--- config.mk ---
export PLATFORM = sky130hd
export DESIGN_NAME = multi_tank_overlay
export DESIGN_NICKNAME = d
export VERILOG_FILES = /design/src/rtl/multi_tank_overlay.sv
export SDC_FILE = /design/constraint.sdc
export NUM_CORES = 1
export LEC_CHECK = 0
export ABC_AREA = 0
export CAP_MARGIN = 20
export CORE_MARGIN = 2
export CORE_UTILIZATION = 56
export CTS_CLUSTER_SIZE = 25
export DETAILED_ROUTE_END_ITERATION = 12
export PLACE_DENSITY_LB_ADDON = 0.3
export SKIP_LAST_GASP = 1
export SLEW_MARGIN = 5
export SYNTH_ARGS = -nofsm -noshare
export SYNTH_HDL_FRONTEND = slang
export SYNTH_SLANG_ARGS = --single-unit
--- constraint.sdc ---
create_clock -name clk -period 3.6 [get_ports clk]
set_input_delay 0.54 -clock clk [delete_from_list [all_inputs] [get_ports clk]]
set_output_delay 0.54 -clock clk [all_outputs]
set_load 0.1 [all_outputs]
--- src/rtl/multi_tank_overlay.sv ---
// multi_tank_overlay: draws up to NUM_TANKS rectangular tank sprites (plus
// optional HP bars) over the VGA pixel stream. Each channel has its own HP,
// hit-flash invulnerability window and death/revive state. Timing and pixel
// data pass through a fixed 2-stage pipeline.
// Optional feature macro: TANK_OVL_HPBAR_EN (defined = HP bars drawn).
module multi_tank_overlay #(
  parameter int NUM_TANKS    = 2,
  parameter int TANK_W       = 64,
  parameter int TANK_H       = 64,
  parameter int HP_INIT      = 64,
  parameter int HP_DMG       = 8,
  parameter int FLASH_FRAMES = 8,
  parameter int HP_BAR_H     = 4
) (
  input  logic                    clk,
  input  logic                    rst,
  input  logic [10:0]             hcount_in,
  input  logic [9:0]              vcount_in,
  input  logic                    hsync_in,
  input  logic                    vsync_in,
  input  logic                    hblnk_in,
  input  logic                    vblnk_in,
  input  logic [11:0]             rgb_in,
  input  logic [NUM_TANKS*10-1:0] tank_x,
  input  logic [NUM_TANKS*10-1:0] tank_y,
  input  logic [NUM_TANKS*12-1:0] tank_color,
  input  logic [NUM_TANKS-1:0]    hit,
  input  logic [NUM_TANKS-1:0]    revive,
  output logic [10:0]             hcount_out,
  output logic [9:0]              vcount_out,
  output logic                    hsync_out,
  output logic                    vsync_out,
  output logic                    hblnk_out,
  output logic                    vblnk_out,
  output logic [11:0]             rgb_out,
  output logic [NUM_TANKS*8-1:0]  hp_state,
  output logic [NUM_TANKS-1:0]    alive
);

  typedef enum logic [1:0] {ST_ALIVE, ST_FLASH, ST_DEAD} tank_state_t;

  localparam logic [11:0] TW12    = 12'(TANK_W);
  localparam logic [11:0] TH12    = 12'(TANK_H);
  localparam logic [7:0]  HP_FULL = 8'(HP_INIT);
  localparam logic [7:0]  DMG8    = 8'(HP_DMG);
  localparam logic [3:0]  FLASH4  = 4'(FLASH_FRAMES);

  // Per-channel state
  tank_state_t state_reg     [NUM_TANKS];
  logic [7:0]  hp_reg        [NUM_TANKS];
  logic [3:0]  flash_cnt_reg [NUM_TANKS];
  logic [9:0]  pos_x_reg     [NUM_TANKS];
  logic [9:0]  pos_y_reg     [NUM_TANKS];
  logic [11:0] color_reg     [NUM_TANKS];
  logic [11:0] spr_color     [NUM_TANKS];

  // Stage-1 pipeline registers
  logic [10:0] s1_hcount_reg;
  logic [9:0]  s1_vcount_reg;
  logic        s1_hsync_reg, s1_vsync_reg, s1_hblnk_reg, s1_vblnk_reg;
  logic [11:0] s1_rgb_reg;
  logic [NUM_TANKS-1:0] s1_sprite_reg;
  logic [NUM_TANKS-1:0] s1_bar_reg;
  logic [NUM_TANKS-1:0] s1_green_reg;

  logic        vsync_prev_reg;
  logic        frame_tick;
  logic [11:0] h12, v12;
  logic [11:0] rgb_next;

  assign frame_tick = vsync_in & ~vsync_prev_reg;
  assign h12 = {1'b0, hcount_in};
  assign v12 = {2'b0, vcount_in};

  // Remember previous vsync to find its rising edge (frame tick)
  always_ff @(posedge clk or negedge rst) begin
    if (!rst) vsync_prev_reg <= 1'b0;
    else      vsync_prev_reg <= vsync_in;
  end

  genvar gi;
  generate
    for (gi = 0; gi < NUM_TANKS; gi++) begin : g_tank
      logic [11:0] x12, y12;
      logic        in_sprite;

      assign x12 = {2'b0, pos_x_reg[gi]};
      assign y12 = {2'b0, pos_y_reg[gi]};
      assign in_sprite = (h12 >= x12) && (h12 < x12 + TW12) &&
                         (v12 >= y12) && (v12 < y12 + TH12);

      // Flash colour alternates with the low bit of the frame countdown
      assign spr_color[gi] = (state_reg[gi] == ST_DEAD) ? 12'h888 :
                             ((state_reg[gi] == ST_FLASH) && flash_cnt_reg[gi][0]) ?
                             ~color_reg[gi] : color_reg[gi];

      assign hp_state[8*gi +: 8] = hp_reg[gi];
      assign alive[gi]           = (state_reg[gi] != ST_DEAD);

      // Channel FSM plus frame-synchronous latching of position/colour
      always_ff @(posedge clk or negedge rst) begin
        if (!rst) begin
          state_reg[gi]     <= ST_ALIVE;
          hp_reg[gi]        <= HP_FULL;
          flash_cnt_reg[gi] <= 4'd0;
          pos_x_reg[gi]     <= 10'd0;
          pos_y_reg[gi]     <= 10'd0;
          color_reg[gi]     <= 12'd0;
        end else begin
          if (frame_tick) begin
            pos_x_reg[gi] <= tank_x[10*gi +: 10];
            pos_y_reg[gi] <= tank_y[10*gi +: 10];
            color_reg[gi] <= tank_color[12*gi +: 12];
          end
          if (revive[gi]) begin
            state_reg[gi]     <= ST_ALIVE;
            hp_reg[gi]        <= HP_FULL;
            flash_cnt_reg[gi] <= 4'd0;
          end else begin
            case (state_reg[gi])
              ST_ALIVE: begin
                if (hit[gi]) begin
                  if (hp_reg[gi] <= DMG8) begin
                    hp_reg[gi]    <= 8'd0;
                    state_reg[gi] <= ST_DEAD;
                  end else begin
                    hp_reg[gi]        <= hp_reg[gi] - DMG8;
                    state_reg[gi]     <= ST_FLASH;
                    flash_cnt_reg[gi] <= FLASH4;
                  end
                end
              end
              ST_FLASH: begin
                if (frame_tick) begin
                  if (flash_cnt_reg[gi] <= 4'd1) begin
                    flash_cnt_reg[gi] <= 4'd0;
                    state_reg[gi]     <= ST_ALIVE;
                  end else begin
                    flash_cnt_reg[gi] <= flash_cnt_reg[gi] - 4'd1;
                  end
                end
              end
              default: ;
            endcase
          end
        end
      end

      // Stage 1: sprite hit test for this channel
      always_ff @(posedge clk or negedge rst) begin
        if (!rst) s1_sprite_reg[gi] <= 1'b0;
        else      s1_sprite_reg[gi] <= in_sprite;
      end

`ifdef TANK_OVL_HPBAR_EN
      localparam logic [11:0] BAR_OFS = 12'(HP_BAR_H + 2);
      logic in_bar, bar_green;
      // Bar rows end 2 above the sprite; bars that would start above row 0 are dropped
      assign in_bar = (y12 >= BAR_OFS) && (v12 >= y12 - BAR_OFS) &&
                      (v12 < y12 - 12'd2) &&
                      (h12 >= x12) && (h12 < x12 + 12'(HP_INIT));
      assign bar_green = (h12 - x12) < {4'b0, hp_reg[gi]};

      // Stage 1: HP bar hit test and green/red split for this channel
      always_ff @(posedge clk or negedge rst) begin
        if (!rst) begin
          s1_bar_reg[gi]   <= 1'b0;
          s1_green_reg[gi] <= 1'b0;
        end else begin
          s1_bar_reg[gi]   <= in_bar;
          s1_green_reg[gi] <= bar_green;
        end
      end
`else
      assign s1_bar_reg[gi]   = 1'b0;
      assign s1_green_reg[gi] = 1'b0;
`endif
    end
  endgenerate

  // Stage 1: carry timing and background pixel alongside the hit tests
  always_ff @(posedge clk or negedge rst) begin
    if (!rst) begin
      s1_hcount_reg <= 11'd0;
      s1_vcount_reg <= 10'd0;
      s1_hsync_reg  <= 1'b0;
      s1_vsync_reg  <= 1'b0;
      s1_hblnk_reg  <= 1'b0;
      s1_vblnk_reg  <= 1'b0;
      s1_rgb_reg    <= 12'd0;
    end else begin
      s1_hcount_reg <= hcount_in;
      s1_vcount_reg <= vcount_in;
      s1_hsync_reg  <= hsync_in;
      s1_vsync_reg  <= vsync_in;
      s1_hblnk_reg  <= hblnk_in;
      s1_vblnk_reg  <= vblnk_in;
      s1_rgb_reg    <= rgb_in;
    end
  end

  // Stage 2 mux: walk from highest index down so the lowest index wins
  always_comb begin
    rgb_next = s1_rgb_reg;
    for (int i = NUM_TANKS - 1; i >= 0; i--) begin
      if (s1_sprite_reg[i]) begin
        rgb_next = spr_color[i];
      end else if (s1_bar_reg[i] && (state_reg[i] != ST_DEAD)) begin
        rgb_next = s1_green_reg[i] ? 12'h0F0 : 12'hF00;
      end
    end
    if (s1_hblnk_reg || s1_vblnk_reg) rgb_next = 12'h000;
  end

  // Stage 2: output registers
  always_ff @(posedge clk or negedge rst) begin
    if (!rst) begin
      hcount_out <= 11'd0;
      vcount_out <= 10'd0;
      hsync_out  <= 1'b0;
      vsync_out  <= 1'b0;
      hblnk_out  <= 1'b0;
      vblnk_out  <= 1'b0;
      rgb_out    <= 12'd0;
    end else begin
      hcount_out <= s1_hcount_reg;
      vcount_out <= s1_vcount_reg;
      hsync_out  <= s1_hsync_reg;
      vsync_out  <= s1_vsync_reg;
      hblnk_out  <= s1_hblnk_reg;
      vblnk_out  <= s1_vblnk_reg;
      rgb_out    <= rgb_next;
    end
  end

endmodule

==> flow_metrics.tcl, run 1 <==
set metrics [dict create \
    async_flop_share 1.000 \
    antenna_left 0 \
    fmax_ghz 0.3467 \
    finClkSkew_ns 0.008964 \
    ys.flop_type "dfrtp_1" \
    seq_area_frac_synth 0.5222 \
    hold_path_class "flop to flop" \
    die_width_um 121.8 \
    synth_fa_ha_area_frac 0.1095 \
    cts_buffers 17 \
    drv_cap 0 \
    clk_latency_ns 0.43 \
    critPathKind "flop to primary output" \
    grt_start_max_net_pins 110 \
    status "completed" \
    grt_pass1_wl_um 30160 \
    p_per_area_mw_per_mm2 568.4 \
    synth_cells 729 \
    track_usage 0.2636 \
    drtPass1Iterations 5 \
    swShare 0.3321 \
    critical_path.endpoint_type "primary output" \
    pwr-share-comb 0.272 \
    largest_reg_flops 24 \
    gp_congestion 0.8679 \
    cts_sinks 162 \
    cts_tree "yes" \
    drt_iter0_markers 680 \
    ys_ff_latch 162 \
    p_seq_frac 0.381 \
    vdd_ir_drop_max_v 0.0003406 \
    area_delta_synth_final_pct 30.73 \
    rows 43 \
    drive_gt1_frac 0.09050 \
    synth_xor_area_frac 0.01353 \
    synth_compound_gate_area_share 0.1385 \
    ys_types 60 \
    synth_edf_count 0 \
    fin_tns_setup_ns 0 \
    max_slew.worst_pin.slew_ns 1.029 \
    fillers 957 \
    wl_per_cell_um 17.56 \
    grt_antenna_before_repair 0 \
    min_period_over_period 0.8013 \
    worstPathMaxFanout 14 \
    finalCriticalPeriod_ns 2.885 \
    portBuffers 155 \
    yosys.area_share.simple 0.1144 \
    rsz0062_at_grt "false" \
    syn_area_per_cell_um2 10.65 \
    vias 6089 \
    htree_levels 4 \
    startpoint_type "flop" \
    cp_slowest_cell "clkdlybuf4s50_1" \
    finalSetupViolations 0 \
    drc_errors 0 \
    dp_hpwl_um 13140 \
    p_leak_nw 4.524 \
    arrival_ns 2.34 \
    cts_setup_buffers 0 \
    first_global_vias 6408 \
    postRouteWirelength_um 18870 \
    final-hold-violation-count 0 \
    ys.warnings.count 0 \
    finalNetCount 1057 \
    critical_path.max_stage_delay_ns 1.13 \
    fp.dieArea_mm2 0.01483 \
    total_power_mw 5.772 \
    gr-total-overflow 0 \
    syn_area_mm2 0.007767 \
    intPower_mw 3.855 \
    cts.path.max_buffers 2 \
    diodes 0 \
    report.final.slew_viol_count 0 \
    path_cells "inv_2, nand2_1, clkdlybuf4s50_1" \
    fp.coreArea_mm2 0.01372 \
    synth_top_family_by_area "compound AO/OA/AOI/OAI gates" \
    slew_headroom 0.3119 \
    cp.required_ns 3.06 \
    initial_core_util 0.5662 \
    ios 162 \
    vias_per_cell 5.664 \
    root_buffer "clkbuf_16" \
    p_sw_mw 1.917 \
    clk_pin_slew_ns 0.06 \
    synthMuxAreaShare 0.05348 \
    die_h_um 121.8 \
    pwr-share-clk 0.347 \
]
cells by family (layout without fill, tap and decap cells):
logic type / Yosys count / count (layout)
XOR/XNOR: 12 / 12
AO/OA/AOI/OAI: 178 / 178
flip-flops: 162 / 162
buffers and inverters: 91 / 252
multiplexers: 38 / 38
adder cells (fa/ha/maj): 68 / 68
other: 1 / 6
AND/OR/NAND/NOR: 179 / 179
routing by layer:
layer	up-vias	share of wire	track usage
met5	-	0	0
met4	0	0.023	0.1106
met3	35	0.051	0.05852
met2	223	0.53	0.4724
met1	2966	0.39	0.3037
li1	2865	-	-
final timing paths:
kind / start / to / slack [ns] / cells after the start
setup / recovery: state_reg[0] / alive[1] / 0.72 / 3
hold / removal: s1_hcount_reg[10] / hcount_out[10] / 0.35 / 0
setup reg to reg: g_tank[1].x12[6] / s1_sprite_reg[1] / 1.28 / 6
hold reg to reg: s1_hcount_reg[10] / hcount_out[10] / 0.35 / 0
max in group asynchronous: rst / hp_state[6] / 2.15 / 4
min in group asynchronous: rst / color_reg[23] / 0.49 / 2
placed cells by master, fill, tap and decap left out, types with 6 or more instances in the layout:
| master | count |
|---|---|
| xnor2_1 | 11 |
| o21ai_0 | 61 |
| a211oi_1 | 7 |
| nor3_1 | 19 |
| ha_1 | 68 |
| nor2_1 | 43 |
| inv_1 | 57 |
| a21o_1 | 10 |
| clkbuf_16 | 17 |
| mux2i_1 | 10 |
| conb_1 | 6 |
| nand2b_1 | 6 |
| a2bb2oi_1 | 8 |
| clkdlybuf4s50_1 | 154 |
| dfrtp_1 | 160 |
| nand3_1 | 13 |
| a21oi_1 | 52 |
| nor2b_1 | 6 |
| nand4_1 | 6 |
| nand2_1 | 54 |
| mux2_2 | 28 |
worst max-delay path: cells and delay by family (launching register included):
| kind | cells | cell delay, ns |
|---|---|---|
| DFF | 1 | 0.49 |
| buffers and inverters | 2 | 1.33 |
| and+or+nand+nor | 1 | 0.09 |
synth_stat cells, drive strengths merged (3+ instances only):
library cell    n  area, um2
nand2b          6      37.54
o221a           3      33.78
ha             68      850.8
a21oi          53      269.0
or3b            3      26.28
a2111oi         4      35.03
buf            13      78.82
xnor2          11      96.34
nand4           6      37.54
or3             3      18.77
o22ai           3      18.77
nand3          14      75.07
mux2i          10      100.1
a21o           10      75.07
dfrtp         160       4004
o211ai          3      22.52
a31oi           4      25.02
a211oi          7      52.55
nor3b           4      30.03
nor4            3      31.28
nor3           21      115.1
o21ai          66      330.3
inv            59      221.5
nor2b           7      43.79
mux2           28      315.3
or2             3      18.77
clkbuf         19      71.32
o31ai           4      30.03
o2111ai         5      43.79
a2bb2oi         8      70.07
nor2           44      167.7
nand2          54      202.7
final cells by class:
class / instances / area [um2] / share of cell area
multi-input cells: 481 / 3366 / 0.3314
clock buffers: 19 / 442.9 / 0.04362
inverters: 59 / 221.5 / 0.02181
clock inverters: 13 / 210.2 / 0.02070
flip-flops and latches: 162 / 4056 / 0.3995
repair buffers: 161 / 1633 / 0.1608
well taps: 180 / 225.2 / 0.02218
through the flow:
stage / util / std cells / area (um2) / setup slack [ns] / hold slack (ns)
after CTS: 0.7374 / 1073 / 10120 / 0.7271 / 0.2876
after detailed placement: 0.6898 / 1041 / 9464 / 0.7062 / 0.3358
after global placement: 0.6898 / 1041 / 9464 / 0.7960 / 0.3342
after floorplan: - / 734 / 7786 / 1.381 / 0.2444
final: 0.7402 / 1075 / 10150 / 0.7154 / 0.3491
after global routing: 0.7402 / 1075 / 10150 / 0.6234 / 0.3556
repair_timing:
| item | 4_1_cts | 5_1_grt |
|---|---|---|
| endpoints found under the setup margin | 0 | 0 |
| endpoints found under the hold margin | 0 | 12 |
| resized for setup | 0 | 0 |
| hold buffers | 0 | 1 |
power groups by stage:
stage / clock network [mW] / logic [mW] / registers (mW)
after floorplan: 0 / 0.753 / 2.52
after global placement: 0 / 1.46 / 2.21
after detailed placement: 0 / 1.54 / 2.22
after CTS: 2.02 / 1.56 / 2.20
after global routing: 2.10 / 1.70 / 2.23
final: 2.00 / 1.57 / 2.20
No activity file was read; power rests on OpenSTA's default activity.
==> run 2, diff against run 1 <==
CORE_UTILIZATION = 47   (was 56)
clock period = 2.5 ns   (was 3.6 ns; I/O delays follow)
==> flow_metrics.tcl, run 2 (synthesized netlist as in run 1, its figures left out) <==
set metrics [dict create \
    finClkSkew_ns 0.007995 \
    vias 5922 \
    cts_tree "yes" \
    cts_buffers 17 \
    htree_levels 4 \
    cp_slowest_cell "a2111oi_0" \
    gp_congestion 0.8374 \
    grt_antenna_before_repair 1 \
    finalSetupViolations 0 \
    worstPathMaxFanout 4 \
    critPathKind "flop to flop" \
    drive_gt1_frac 0.1567 \
    grt_pass1_wl_um 29530 \
    vias_per_cell 5.273 \
    area_delta_synth_final_pct 30.73 \
    cp.required_ns 2.82 \
    path_cells "inv_1, ha_1, a2111oi_0, o21ai_0, a2111oi_0, buf_4, nor3_2" \
    place_inst 1089 \
    report.final.slew_viol_count 0 \
    layout_common_cells "dfrtp_1, clkdlybuf4s50_1, ha_1" \
    multi_input_area_mm2 0.003366 \
    min_period_over_period 0.8420 \
    rows 46 \
    die_h_um 132.6 \
    hold_ws_ns 0.3488 \
    portBuffers 155 \
    cp_common_cell "a2111oi_0" \
    mostFrequentLayoutCell "dfrtp_1" \
    antenna_left 0 \
    status "completed" \
    total_power_mw 8.196 \
    dp_hpwl_um 12820 \
    finalCriticalPeriod_ns 2.105 \
    p_per_area_mw_per_mm2 807.1 \
    drt_iter0_markers 356 \
    seq_area_mm2 0.004056 \
    fmax_ghz 0.4751 \
    vdd_ir_drop_max_v 0.0004859 \
    startpoint_type "flop" \
    arrival_ns 2.42 \
    final-hold-violation-count 0 \
    cts.path.max_buffers 2 \
    grt_start_max_net_pins 65 \
    fp.coreArea_mm2 0.01600 \
    clk_pin_slew_ns 0.07 \
    ios 162 \
    postRouteWirelength_um 17790 \
    slew_headroom 0.4551 \
    drtPass1Iterations 4 \
    p_leak_nw 4.634 \
    critical_path.endpoint_type "flop" \
    finalNonFillerCells 1123 \
    cts_sinks 162 \
    ctsResizeCount 0 \
    root_buffer "clkbuf_16" \
    cts_setup_buffers 0 \
    critical_path.max_stage_delay_ns 0.43 \
    fin_util 0.6347 \
    initial_core_util 0.4855 \
    wl_per_cell_um 15.84 \
    largest_reg_flops 24 \
    rsz0062_at_grt "false" \
    fillers 1339 \
    max_slew.worst_pin.slew_ns 0.8174 \
    die_width_um 132.6 \
    finalNetCount 1068 \
    cts_hold_buf 1 \
    hold_path_class "flop to flop" \
    gr-total-overflow 0 \
    drv_cap 0 \
    fp.dieArea_mm2 0.01757 \
    drc_errors 0 \
    track_usage 0.2124 \
    first_global_vias 5881 \
    clk_latency_ns 0.43 \
]
==> run 2: area by class of cell <==
| class | count | share of cell area |
|---|---|---|
| antenna | 1 | 0.0002464 |
| clock buffer | 17 | 0.04189 |
| clock inverter | 15 | 0.02119 |
| inverter | 59 | 0.02181 |
| multi-input combinational | 481 | 0.3314 |
| sequential | 162 | 0.3995 |
| tap | 216 | 0.02661 |
| timing repair buffer | 172 | 0.1573 |
==> run 2: metal layers <==
layer / up-vias / global-route usage / wire [um] / share of wire
li1: 2878 / - / - / -
met1: 2873 / 0.2733 / 7740 / 0.44
met2: 142 / 0.3538 / 8896 / 0.50
met3: 29 / 0.04406 / 768 / 0.043
met4: 0 / 0.08244 / 388 / 0.022
met5: - / 0 / 0 / 0
==> run 2: final timing paths <==
path,cells after the start,end,from,slack (ns)
max reg2reg,7,s1_sprite_reg[1],g_tank[1].x12[6],0.40
min in group asynchronous,2,hp_state[7],rst,0.45
min,0,vcount_out[1],s1_vcount_reg[1],0.35
min reg2reg,0,vcount_out[1],s1_vcount_reg[1],0.35
max in group asynchronous,3,hp_state[14],rst,1.37
max,7,s1_sprite_reg[1],g_tank[1].x12[6],0.40
==> run 2: critical path: cells and delay by family (launching register included) <==
kind | cells | cell delay, ns
AOI/OAI and AO/OA | 3 | 0.97
DFF | 1 | 0.40
adders and majority gates | 1 | 0.32
buffers and inverters | 2 | 0.27
and+or+nand+nor | 1 | 0.04
==> run 2: stage by stage <==
step	setup TNS, ns	worst slack [ns]	instance area, um2
final	0	0.3950	10150
after global routing	0	0.03489	10150
after CTS	0	0.3863	10150
after detailed placement	-0.02693	-0.02693	9502
after global placement	-0.02640	-0.02640	9502
after floorplan	0	0.2811	7786
==> run 2: where the power goes <==
part           internal [mW]  switching, mW
clock network           1.70           1.14
registers               2.91          0.236
logic                  0.824           1.38
